<file path="config.mk">
export PLATFORM = sky130hd
export DESIGN_NAME = maze_solve_ctrl
export DESIGN_NICKNAME = d
export VERILOG_FILES = /design/src/rtl/maze_solve_ctrl.sv
export SDC_FILE = /design/constraint.sdc
export NUM_CORES = 1
export LEC_CHECK = 0
export ABC_CLOCK_PERIOD_IN_PS = 2400
export CORE_MARGIN = 4
export CORE_UTILIZATION = 41
export CTS_CLUSTER_SIZE = 25
export DETAILED_ROUTE_END_ITERATION = 7
export GPL_TIMING_DRIVEN = 0
export PLACE_DENSITY = 0.7
export SETUP_SLACK_MARGIN = 0.1
export SYNTH_ARGS = -nofsm -noshare
export SYNTH_HDL_FRONTEND = slang
export SYNTH_SLANG_ARGS = --single-unit
</file>
<file path="constraint.sdc">
create_clock -name clk -period 2.4 [get_ports clk]
set_input_delay 0.24 -clock clk [delete_from_list [all_inputs] [get_ports clk]]
set_output_delay 0.24 -clock clk [all_outputs]
set_load 0.05 [all_outputs]
</file>
<file path="src/rtl/maze_solve_ctrl.sv">
// maze_solve_ctrl: sequences the optional clear phase, the BFS distance fill
// and the backtrack phase. Each phase has its own watchdog. Abort is honoured
// in any active phase. The controller keeps a sticky result status and a
// saturating count of busy cycles.
module maze_solve_ctrl #(
    parameter int CLR_EN  = 1,
    parameter int TIMEOUT = 4096,
    parameter int CYC_W   = 16
) (
    input  logic             clk,
    input  logic             rst,
    input  logic             start_i,
    input  logic             abort_i,
    input  logic             clr_done_i,
    input  logic             dist_done_i,
    input  logic             bt_done_i,
    input  logic             bt_no_path_i,
    output logic             clr_en_o,
    output logic             dist_en_o,
    output logic             bt_en_o,
    output logic             busy_o,
    output logic             path_ready_o,
    output logic             no_path_o,
    output logic             timeout_o,
    output logic             aborted_o,
    output logic [1:0]       status_o,
    output logic [1:0]       fault_phase_o,
    output logic [CYC_W-1:0] solve_cycles_o
);

    // phase_cnt only has to reach TIMEOUT-1
    localparam int PH_W = (TIMEOUT > 1) ? $clog2(TIMEOUT) : 1;
    localparam bit WD_EN = (TIMEOUT != 0);
    localparam logic [PH_W-1:0] PH_LAST = (TIMEOUT > 0) ? PH_W'(TIMEOUT - 1) : '0;
    localparam logic [CYC_W-1:0] CYC_MAX = {CYC_W{1'b1}};

    localparam logic [1:0] ST_NONE   = 2'd0;
    localparam logic [1:0] ST_PATH   = 2'd1;
    localparam logic [1:0] ST_NOPATH = 2'd2;
    localparam logic [1:0] ST_FAULT  = 2'd3;

    localparam logic [1:0] PH_CLR  = 2'd1;
    localparam logic [1:0] PH_DIST = 2'd2;
    localparam logic [1:0] PH_BT   = 2'd3;

    typedef enum logic [1:0] {
        S_IDLE = 2'd0,
        S_CLR  = 2'd1,
        S_DIST = 2'd2,
        S_BT   = 2'd3
    } state_t;

    localparam state_t S_FIRST = (CLR_EN != 0) ? S_CLR : S_DIST;

    state_t            state_q, state_d;
    logic [PH_W-1:0]   phase_cnt_q, phase_cnt_d;
    logic [CYC_W-1:0]  cyc_q, cyc_d;
    logic [1:0]        status_q, status_d;
    logic [1:0]        fault_q, fault_d;
    logic              path_q, path_d;
    logic              nopath_q, nopath_d;
    logic              to_q, to_d;
    logic              ab_q, ab_d;

    logic              done_s;
    logic [1:0]        phase_s;
    logic              wd_hit_s;

    // Select the done input and fault code belonging to the current phase
    always_comb begin
        done_s  = 1'b0;
        phase_s = 2'd0;
        case (state_q)
            S_CLR: begin
                done_s  = clr_done_i;
                phase_s = PH_CLR;
            end
            S_DIST: begin
                done_s  = dist_done_i;
                phase_s = PH_DIST;
            end
            S_BT: begin
                done_s  = bt_done_i;
                phase_s = PH_BT;
            end
            default: begin
                done_s  = 1'b0;
                phase_s = 2'd0;
            end
        endcase
    end

    assign wd_hit_s = WD_EN && (phase_cnt_q == PH_LAST);

    // Next-state, watchdog, result and cycle-count logic (abort > done > timeout)
    always_comb begin
        state_d     = state_q;
        phase_cnt_d = phase_cnt_q + PH_W'(1);
        cyc_d       = cyc_q;
        status_d    = status_q;
        fault_d     = fault_q;
        path_d      = 1'b0;
        nopath_d    = 1'b0;
        to_d        = 1'b0;
        ab_d        = 1'b0;
        case (state_q)
            S_IDLE: begin
                phase_cnt_d = '0;
                if (start_i) begin
                    state_d  = S_FIRST;
                    status_d = ST_NONE;
                    fault_d  = 2'd0;
                    cyc_d    = '0;
                end else begin
                    state_d = S_IDLE;
                end
            end
            S_CLR, S_DIST, S_BT: begin
                cyc_d = (cyc_q == CYC_MAX) ? CYC_MAX : (cyc_q + CYC_W'(1));
                if (abort_i) begin
                    state_d     = S_IDLE;
                    phase_cnt_d = '0;
                    ab_d        = 1'b1;
                    status_d    = ST_FAULT;
                    fault_d     = phase_s;
                end else if (done_s) begin
                    phase_cnt_d = '0;
                    if (state_q == S_BT) begin
                        state_d = S_IDLE;
                        if (bt_no_path_i) begin
                            nopath_d = 1'b1;
                            status_d = ST_NOPATH;
                        end else begin
                            path_d   = 1'b1;
                            status_d = ST_PATH;
                        end
                    end else if (state_q == S_CLR) begin
                        state_d = S_DIST;
                    end else begin
                        state_d = S_BT;
                    end
                end else if (wd_hit_s) begin
                    state_d     = S_IDLE;
                    phase_cnt_d = '0;
                    to_d        = 1'b1;
                    status_d    = ST_FAULT;
                    fault_d     = phase_s;
                end else begin
                    state_d = state_q;
                end
            end
            default: begin
                state_d     = S_IDLE;
                phase_cnt_d = '0;
            end
        endcase
    end

    // State, counters, sticky status and registered result pulses
    always_ff @(posedge clk or posedge rst) begin
        if (rst) begin
            state_q     <= S_IDLE;
            phase_cnt_q <= '0;
            cyc_q       <= '0;
            status_q    <= ST_NONE;
            fault_q     <= 2'd0;
            path_q      <= 1'b0;
            nopath_q    <= 1'b0;
            to_q        <= 1'b0;
            ab_q        <= 1'b0;
        end else begin
            state_q     <= state_d;
            phase_cnt_q <= phase_cnt_d;
            cyc_q       <= cyc_d;
            status_q    <= status_d;
            fault_q     <= fault_d;
            path_q      <= path_d;
            nopath_q    <= nopath_d;
            to_q        <= to_d;
            ab_q        <= ab_d;
        end
    end

    assign clr_en_o       = (state_q == S_CLR);
    assign dist_en_o      = (state_q == S_DIST);
    assign bt_en_o        = (state_q == S_BT);
    assign busy_o         = (state_q != S_IDLE);
    assign path_ready_o   = path_q;
    assign no_path_o      = nopath_q;
    assign timeout_o      = to_q;
    assign aborted_o      = ab_q;
    assign status_o       = status_q;
    assign fault_phase_o  = fault_q;
    assign solve_cycles_o = cyc_q;

endmodule

</file>
Word level (Yosys, flattened, before mapping)
Index checks and enable logic that the tools add are counted.
{"block": "classes", "n_eq_ne": 10, "muxes": 43, "n_reduce_logical": 5, "n_addsub": 2}
{"cell": "12-bit two-way mux", "n": 3}
{"cell": "16-bit two-way mux", "n": 2}
{"cell": "16-bit one-hot mux with 2 select lines", "n": 1}
{"cell": "2-bit two-way mux", "n": 13}
{"cell": "12-bit one-hot mux with 2 select lines", "n": 1}
{"cell": "1-bit two-way mux", "n": 18}
{"cell": "16-bit by 1-bit adder with 16-bit output, second input constant", "n": 1}
{"cell": "16-bit equality test, second input constant", "n": 1}
{"cell": "12-bit by 1-bit adder with 12-bit output, second input constant", "n": 1}
{"cell": "12-bit equality test, second input constant", "n": 1}
{"cell": "2-bit one-hot mux with 2 select lines", "n": 3}
{"cell": "4-bit != test, second input constant", "n": 2}
{"cell": "3-bit != test, second input constant", "n": 2}
{"cell": "2-bit one-hot mux with 3 select lines", "n": 1}
{"cell": "3-bit AND reduction", "n": 2}
{"cell": "2-bit equality test, second input constant", "n": 2}
{"cell": "1-bit one-hot mux with 3 select lines", "n": 1}
{"cell": "3-bit OR reduction", "n": 1}
{"cell": "2-bit by 1-bit equality test with 1-bit output, second input constant", "n": 1}
{"cell": "2-bit logical NOT", "n": 1}
{"cell": "2-bit != test, second input constant", "n": 1}
{"cell": "2-bit nonzero test", "n": 1}
{"block": "word_totals", "elab_cells": 69, "inputBits": 8, "regBits": 38, "out_inout_bits": 28}

Depth between registers and ports, before layout
Gate-level depths: netlist of run 1.
{"block": "depth", "ltp_word": 6, "mapped_depth": 7, "depth_no_buf": 5}

Worst setup path after synthesis of run 1
No wires, ideal clock.
{"block": "synth_timing", "path_type": "reg-to-reg", "startpoint": "reg phase_cnt_q[0]", "endpoint": "reg status_q[0] (netlist: status_o[0])", "n_path_buf": 1, "required_time_ns": 2.272, "slack_ns": 0.425, "setup_ns": 0.128, "stages_incl_launch_ff": 7, "arrival_ns": 1.847, "period_less_slack_ns": 1.975, "cell_sequence": "dfrtp_1 ha_1 nand3_1 or3_1 buf_6 a221oi_4 mux2_1"}
{"block": "synth_between", "elab_chain_cells": 3}
{"element": "start: declaration", "line_no": "56", "source": "logic [PH_W-1:0] phase_cnt_q, phase_cnt_d;"}
{"element": "start signal: assignment", "line_no": "173", "source": "phase_cnt_q <= phase_cnt_d;"}
{"element": "12-bit equality test", "line_no": "93", "source": "assign wd_hit_s = WD_EN && (phase_cnt_q == PH_LAST);"}
{"element": "4-bit != test (no line)"}
{"element": "3-bit AND reduction (no line)"}
{"element": "end signal: assignment", "line_no": "175", "source": "status_q <= status_d;"}
{"element": "end: declaration", "line_no": "58", "source": "logic [1:0] status_q, status_d;"}
Every way passes these cells.
A chain may end at the register's enable or synchronous reset.

Worst setup path after layout of run 1
{"block": "layout_timing", "startpoint": "reg state_q[1]", "endpoint": "out busy_o"}
{"block": "layout_between", "elab_chain_cells": 1}
{"element": "start: declaration", "line_no": "55", "source": "state_t state_q, state_d;"}
{"element": "start signal: assignment", "line_no": "172", "source": "state_q <= state_d;"}
{"element": "2-bit nonzero test", "line_no": "187", "source": "assign busy_o = (state_q != S_IDLE);"}
{"element": "end: declaration", "line_no": "21", "source": "output logic busy_o,"}
Every way passes these cells.

==> out/results.ini, run 1 <==
[critical_path]
slowest_stage=clkdlybuf4s15_2
crit_family=buffers and inverters
slowest_delay_ns=0.44
r2r_start=phase_cnt_q[0]
cp_num_buf_inv=4
rr_endpoint=status_o[0]
worstPathRequired_ns=2.16
critPathLaunchType=register
path_cells=buf_2 -> nor2_2 -> inv_1 -> buf_1 -> clkdlybuf4s15_2
cp.depth=5
crit_end=busy_o
rr_worst_depth=6
worstPathArrival_ns=1.97
worstSetupPathType=register to output pin
critPathLaunch=state_q[1]
end_kind=output pin
regToRegSetupSlack_ns=0.26
critPathMaxFanout=10

[final_layout]
n_fill_cell=477
fin_nets=262
antenna_cells=0
fin_cells=320
area_delta_synth_final_pct=26.2
final_cell_area_um2=2540
layout-drive-gt1-share_pct=8.30

[sta]
worst_pin_slew_ns=0.788
setup_viol=0
fin_setup_tns_ns=0
worst_slack_ns=0.189
holdWs_ns=0.400
relSlewSlack_pct=47.4
min_period_ns=2.21
rsz0062_at_grt=yes
period_share_pct=92.1
finalHoldViolations=0
drv_slew=0
fmax_ghz=0.452
skew_ns=0.00738

[worst_hold_path]
hp-class=primary input to register

[die]
die_h_um=78.1
rows=25
die-width_um=78.1
start_util_pct=42.4
ios=36
dieArea_um2=6110
coreArea_um2=4750

[detailed_routing]
dr.pass1.iters=5
detail_route.wl_per_cell_um=14.7
drtIter0Drc=106
viasPerCell=5.55
detail-route-antenna-nets=0
vias=1776
wl_um=4690
drc=0

[global_route]
grt_overflow_total=0
grt_pass1_vias=1749
antenna_found_initial=0
grt_pass1_wl_um=8380
grt_max_degree=39
grt_usage_pct=17.0

[placement]
placed_cell_area_um2=2440
routabilityCongestion=0.781
pre_cts_ws_ns=0.0453
io_buffers=34
dp_hpwl_um=3280
placed_cells=312

[power_and_ir_drop]
swShare_pct=44.5
internal_power_mw=1.35
leakagePower_nw=1.06
pwr-share-clk_pct=19.2
pwr-share-comb_pct=46.6
power.density_nw_per_um2=953
ir_drop_uv=891
share_seq_of_total_power_pct=34.2
p_switching_mw=1.08

[synth]
synth.avg_cell_area_um2=9.56
ys_types=45
synth_ff_type=dfrtp_1
synth_cells=211
ys_warn_count=0
async_flop_share_pct=100
synth_edf_count=0
syn_nets=221
synth_seq_area_share_pct=47.1
synth_seq_cells=38
synthesis.area_um2=2020

[clock_tree]
path_clk_slew_ns=0.08
cts.path.max_buffers=2
root_buffer=clkbuf_8
insertion_delay_ns=0.29
cts.sinks=38
cts_hold_buf=0
numCtsBuffers=5
htree_num_levels=2
cts_tree=done
cts_setup_buffers=0

[flow_run]
max_cap_violations=0

[run_status]
outcome=completed

==> cells in the mapped netlist, types with 2 or more instances <==
library cell   n  area, um^2
a21oi_1        9        45.0
a31oi_1       10        62.6
nand4_1        6        37.5
o211ai_1       5        37.5
or3_1          2        12.5
dfrtp_1       38         951
and3_1         9        56.3
xnor2_1        2        17.5
o21ai_0       10        50.1
and2_1         5        31.3
buf_2          2        10.0
mux2_1         4        45.0
ha_1           2        25.0
nand3_1       12        60.1
inv_1         10        37.5
xor2_1         7        61.3
and4_1         3        26.3
nand2_1       13        48.8
clkbuf_1       2        7.51
nor2_1        26        97.6
nand2b_1       2        12.5
nand3b_1       2        15.0
nor3_1         6        30.0
o311ai_0       3        26.3
==> registers in the layout, summed over array words and instances, names as in the netlist, 2 cells and up <==
register and flops:
status_o 2, solve_cycles_o 16, fault_phase_o 2, state_q 2, phase_cnt_q 12
==> cells by family after synthesis <==
family          Yosys count  synth area share [%]
xor+xnor                  9                  3.91
buf+inv                  16                  3.47
fa+ha+maj                 2                  1.24
compound gates           48                  17.4
mux                       5                  2.79
flops                    38                  47.1
simple gates             93                  24.1
==> cell usage in the layout (no fill, tap or decap), drive strengths merged, types with 4 or more instances in the layout <==
master | Yosys | routed
nor2 | 26 | 26
clkdlybuf4s50 | 0 | 33
o211ai | 5 | 5
nor3 | 6 | 6
and2 | 6 | 6
mux2 | 5 | 5
o21ai | 10 | 10
nand2 | 13 | 13
a31oi | 10 | 10
xor2 | 7 | 7
nand3 | 12 | 12
a21oi | 9 | 9
inv | 10 | 10
buf | 4 | 4
nand4 | 7 | 7
and3 | 9 | 9
clkbuf | 2 | 8
dfrtp | 38 | 38
==> power by group through the flow <==
stage | logic, mW | clock network, mW | registers [mW]
6_report | 1.13 | 0.466 | 0.829
3_3_place_gp | 1.12 | 0 | 0.839
4_1_cts | 1.13 | 0.481 | 0.829
5_1_grt | 1.23 | 0.512 | 0.850
3_5_place_dp | 1.13 | 0 | 0.839
2_1_floorplan | 0.530 | 0 | 1.09
==> cell type report <==
| type | count | area, um^2 | share of cell area (%) |
|---|---|---|---|
| clock inverters | 2 | 12.5 | 0.492 |
| well taps | 67 | 83.8 | 3.29 |
| clock buffers | 6 | 82.6 | 3.24 |
| multi-input cells | 157 | 1000 | 39.4 |
| flip-flops and latches | 38 | 951 | 37.4 |
| inverters | 10 | 37.5 | 1.47 |
| plain buffers | 6 | 32.5 | 1.28 |
| repair buffers | 34 | 342 | 13.4 |
==> routing by layer <==
metal / global-route usage, % / share of wire [%] / vias to the layer above / routed length (um)
met5: 0 / 0 / - / 0
met4: 4.37 / 0.77 / 0 / 36
met3: 4.47 / 3.4 / 4 / 159
met2: 26.5 / 47 / 34 / 2220
met1: 23.5 / 49 / 877 / 2280
li1: - / - / 861 / -
==> stage by stage <==
step	util [%]	total power, mW
final	53.5	2.43
after global routing	53.5	2.59
after CTS	53.4	2.44
after detailed placement	51.3	1.97
after global placement	51.3	1.95
after floorplan	-	1.62
==> repair_timing <==
action | CTS | global route
endpoints found under the hold margin | 0 | 0
resized for setup | 3 | 2
endpoints found under the setup margin | 1 | 3
==> how the worst min path moves through the flow <==
stage | start | endpoint | slack, ns | depth (start not counted)
2_1_floorplan | bt_no_path_i | path_ready_o | 0.31 | 1
3_3_place_gp | fault_phase_o[0] | fault_phase_o[0] | 0.47 | 1
3_5_place_dp | status_o[1] | status_o[1] | 0.48 | 1
4_1_cts | abort_i | state_q[1] | 0.40 | 2
5_1_grt | abort_i | state_q[1] | 0.45 | 2
6_report | abort_i | state_q[1] | 0.40 | 2
Note: power is estimated with default switching activity, not from simulation.
==> run 2: changes to the inputs <==
--- a/config.mk
+++ b/config.mk
@@ -5,13 +5,14 @@
 export SDC_FILE = /design/constraint.sdc
 export NUM_CORES = 1
 export LEC_CHECK = 0
-export ABC_CLOCK_PERIOD_IN_PS = 2400
+export ABC_AREA = 1
+export ABC_CLOCK_PERIOD_IN_PS = 2000
 export CORE_MARGIN = 4
 export CORE_UTILIZATION = 41
 export CTS_CLUSTER_SIZE = 25
 export DETAILED_ROUTE_END_ITERATION = 7
 export GPL_TIMING_DRIVEN = 0
-export PLACE_DENSITY = 0.7
+export PLACE_DENSITY = 0.72
 export SETUP_SLACK_MARGIN = 0.1
 export SYNTH_ARGS = -nofsm -noshare
 export SYNTH_HDL_FRONTEND = slang
==> constraint.sdc (replaced) <==
create_clock -name clk -period 2 [get_ports clk]
set_input_delay 0.2 -clock clk [delete_from_list [all_inputs] [get_ports clk]]
set_output_delay 0.2 -clock clk [all_outputs]
set_load 0.05 [all_outputs]
==> out/results.ini, run 2 <==
[run_status]
outcome=completed

[synth]
async_flop_share_pct=100
synth_seq_cells=38
synth_top_area_cell=dfrtp_1
synthesis.area_um2=2090
synth_most_common_cell=nand2_1
synth_seq_area_share_pct=45.6
synth_cells=279
ys_types=31
synth.avg_cell_area_um2=7.48
ys_warn_count=0
synth_ff_type=dfrtp_1
synth_edf_count=0
synth.area.top_cells=dfrtp_1 (46%), nand2_1 (13%), nand3_1 (7.9%)
synth.top_cells.by_count=nand2_1 (72), nor2_1 (42), dfrtp_1 (38), inv_1 (38), nand3_1 (33)
synth.top_cell.area_share_pct=45.6
syn_nets=289

[clock_tree]
cts.path.max_buffers=2
cts.sinks=38
htree_num_levels=2
numCtsBuffers=5
root_buffer=clkbuf_8
path_clk_slew_ns=0.07
cts_hold_buf=0
insertion_delay_ns=0.29
cts_tree=done

[sta]
min_period_ns=1.80
finalHoldViolations=0
fmax_ghz=0.554
rsz0062_at_grt=no
setup_viol=0
worst_slack_ns=0.195
worst_pin_slew_ns=0.779
relSlewSlack_pct=48.0
fin_setup_tns_ns=0
period_share_pct=90.2
skew_ns=0.00706
holdWs_ns=0.373
drv_slew=0

[detailed_routing]
viasPerCell=4.84
m1WireLength_um=2140
drc=0
drtIter0Drc=127
vias=1893
dr_wl_met2_um=2310
wl_um=4730
detail-route-antenna-nets=0
dr.pass1.iters=4
detail_route.wl_per_cell_um=12.1
wl_met3_um=237
highest_layer=met4

[power_and_ir_drop]
internal_power_mw=1.61
leakagePower_nw=1.31
power.density_nw_per_um2=1070
share_seq_of_total_power_pct=34.4
p_switching_mw=1.23
pwr-share-comb_pct=42.9
swShare_pct=43.3
ir_drop_uv=704
pwr-share-clk_pct=22.7

[final_layout]
fin_nets=333
layout_common_cells=nand2_1 (72), nor2_1 (42), inv_1 (37), dfrtp_1 (36), nand3_1 (33)
antenna_cells=0
n_fill_cell=487
layout-drive-gt1-share_pct=9.26
final_cell_area_um2=2640
area_delta_synth_final_pct=26.7
mostFrequentLayoutCell=nand2_1
largest_reg_flops=16

[die]
dieArea_um2=6300
rows=25
start_util_pct=43.3
coreArea_um2=4820
ios=36
die_h_um=79.3
die-width_um=79.3

[critical_path]
path_cells=nor2_4 -> inv_2 -> buf_4 -> clkbuf_4 -> clkbuf_4
critPathLaunchType=register
slowest_delay_ns=0.47
worstSetupPathType=register to output pin
worstPathArrival_ns=1.60
worstPathRequired_ns=1.80
cp_common_cell=clkbuf_4
end_kind=output pin
critPathMaxFanout=10
slowest_stage=dfrtp_2
rr_worst_depth=8
regToRegSetupSlack_ns=0.34

[global_route]
grt_max_degree=39
grt_pass1_wl_um=8040
grt_usage_pct=16.3
grt_overflow_total=0
antenna_found_initial=0
grt_pass1_vias=1800

[flow_run]
max_cap_violations=0

[placement]
dp_hpwl_um=3470
pre_cts_ws_ns=-0.170
placed_cell_area_um2=2520
routabilityCongestion=0.851
io_buffers=35

[worst_hold_path]
hp-class=primary input to async pin

run 2: critical path: cells and delay by family, from the launching register on:
kind / cells / cell delay [ns]
buffers and inverters: 4 / 0.67
AND/OR/NAND/NOR: 1 / 0.17
flip-flops: 1 / 0.47
run 2: what timing repair did:
item	4_1_cts	5_1_grt
setup endpoints to repair	4	1
resized for setup	6	6
hold endpoints to repair	0	0
pin swaps	0	1
setup buffers	0	2
run 2: final timing paths:
kind,start,end
setup / recovery,state_q[0],busy_o
hold / removal,rst,solve_cycles_o[4]
setup reg to reg,phase_cnt_q[0],phase_cnt_q[11]
hold reg to reg,status_o[1],status_o[1]
max in group asynchronous,rst,state_q[1]
min in group clk,status_o[1],status_o[1]
run 2: cells by family after synthesis:
logic type,Yosys count,synth area share (%)
compound gates,23,6.29
xor+xnor,7,2.94
fa+ha+maj,2,1.20
buf+inv,42,7.85
flops,38,45.6
simple gates,167,36.2
run 2: cell type report:
class | instances | area (um^2) | area share (%)
Clock buffer | 5 | 68.8 | 2.60
Timing Repair Buffer | 37 | 359 | 13.6
Inverter | 40 | 151 | 5.73
Multi-Input combinational cell | 199 | 972 | 36.8
Buffer | 2 | 15.0 | 0.568
Sequential cell | 38 | 953 | 36.1
Clock inverter | 3 | 40.0 | 1.51
Tap cell | 67 | 83.8 | 3.17
run 2: routing by layer:
metal | global-route usage [%] | vias to the layer above
met5 | 0 | -
met4 | 5.15 | 0
met3 | 4.20 | 4
met2 | 27.2 | 46
met1 | 20.6 | 868
li1 | - | 975
run 2: power by group through the flow:
stage	clock [mW]	sequential (mW)	combinational, mW
2_1_floorplan	0	1.20	0.612
3_3_place_gp	0	0.979	1.20
3_5_place_dp	0	0.982	1.20
4_1_cts	0.657	0.968	1.19
5_1_grt	0.696	0.989	1.33
6_report	0.642	0.974	1.22
run 2: per-stage QoR:
step	utilization, %	instances	total power, mW
2_1_floorplan	-	279	1.81
3_3_place_gp	52.3	381	2.18
3_5_place_dp	52.3	381	2.19
4_1_cts	54.5	389	2.82
5_1_grt	54.9	391	3.01
6_report	54.9	391	2.83
==> run 3: changes to the inputs <==
--- a/config.mk
+++ b/config.mk
@@ -7,6 +7,7 @@
 export LEC_CHECK = 0
 export ABC_AREA = 1
 export ABC_CLOCK_PERIOD_IN_PS = 2000
+export CAP_MARGIN = 20
 export CORE_MARGIN = 4
 export CORE_UTILIZATION = 41
 export CTS_CLUSTER_SIZE = 25
==> results of run 3 <==
The final DEF is identical to that of run 2; final timing and power are the same.
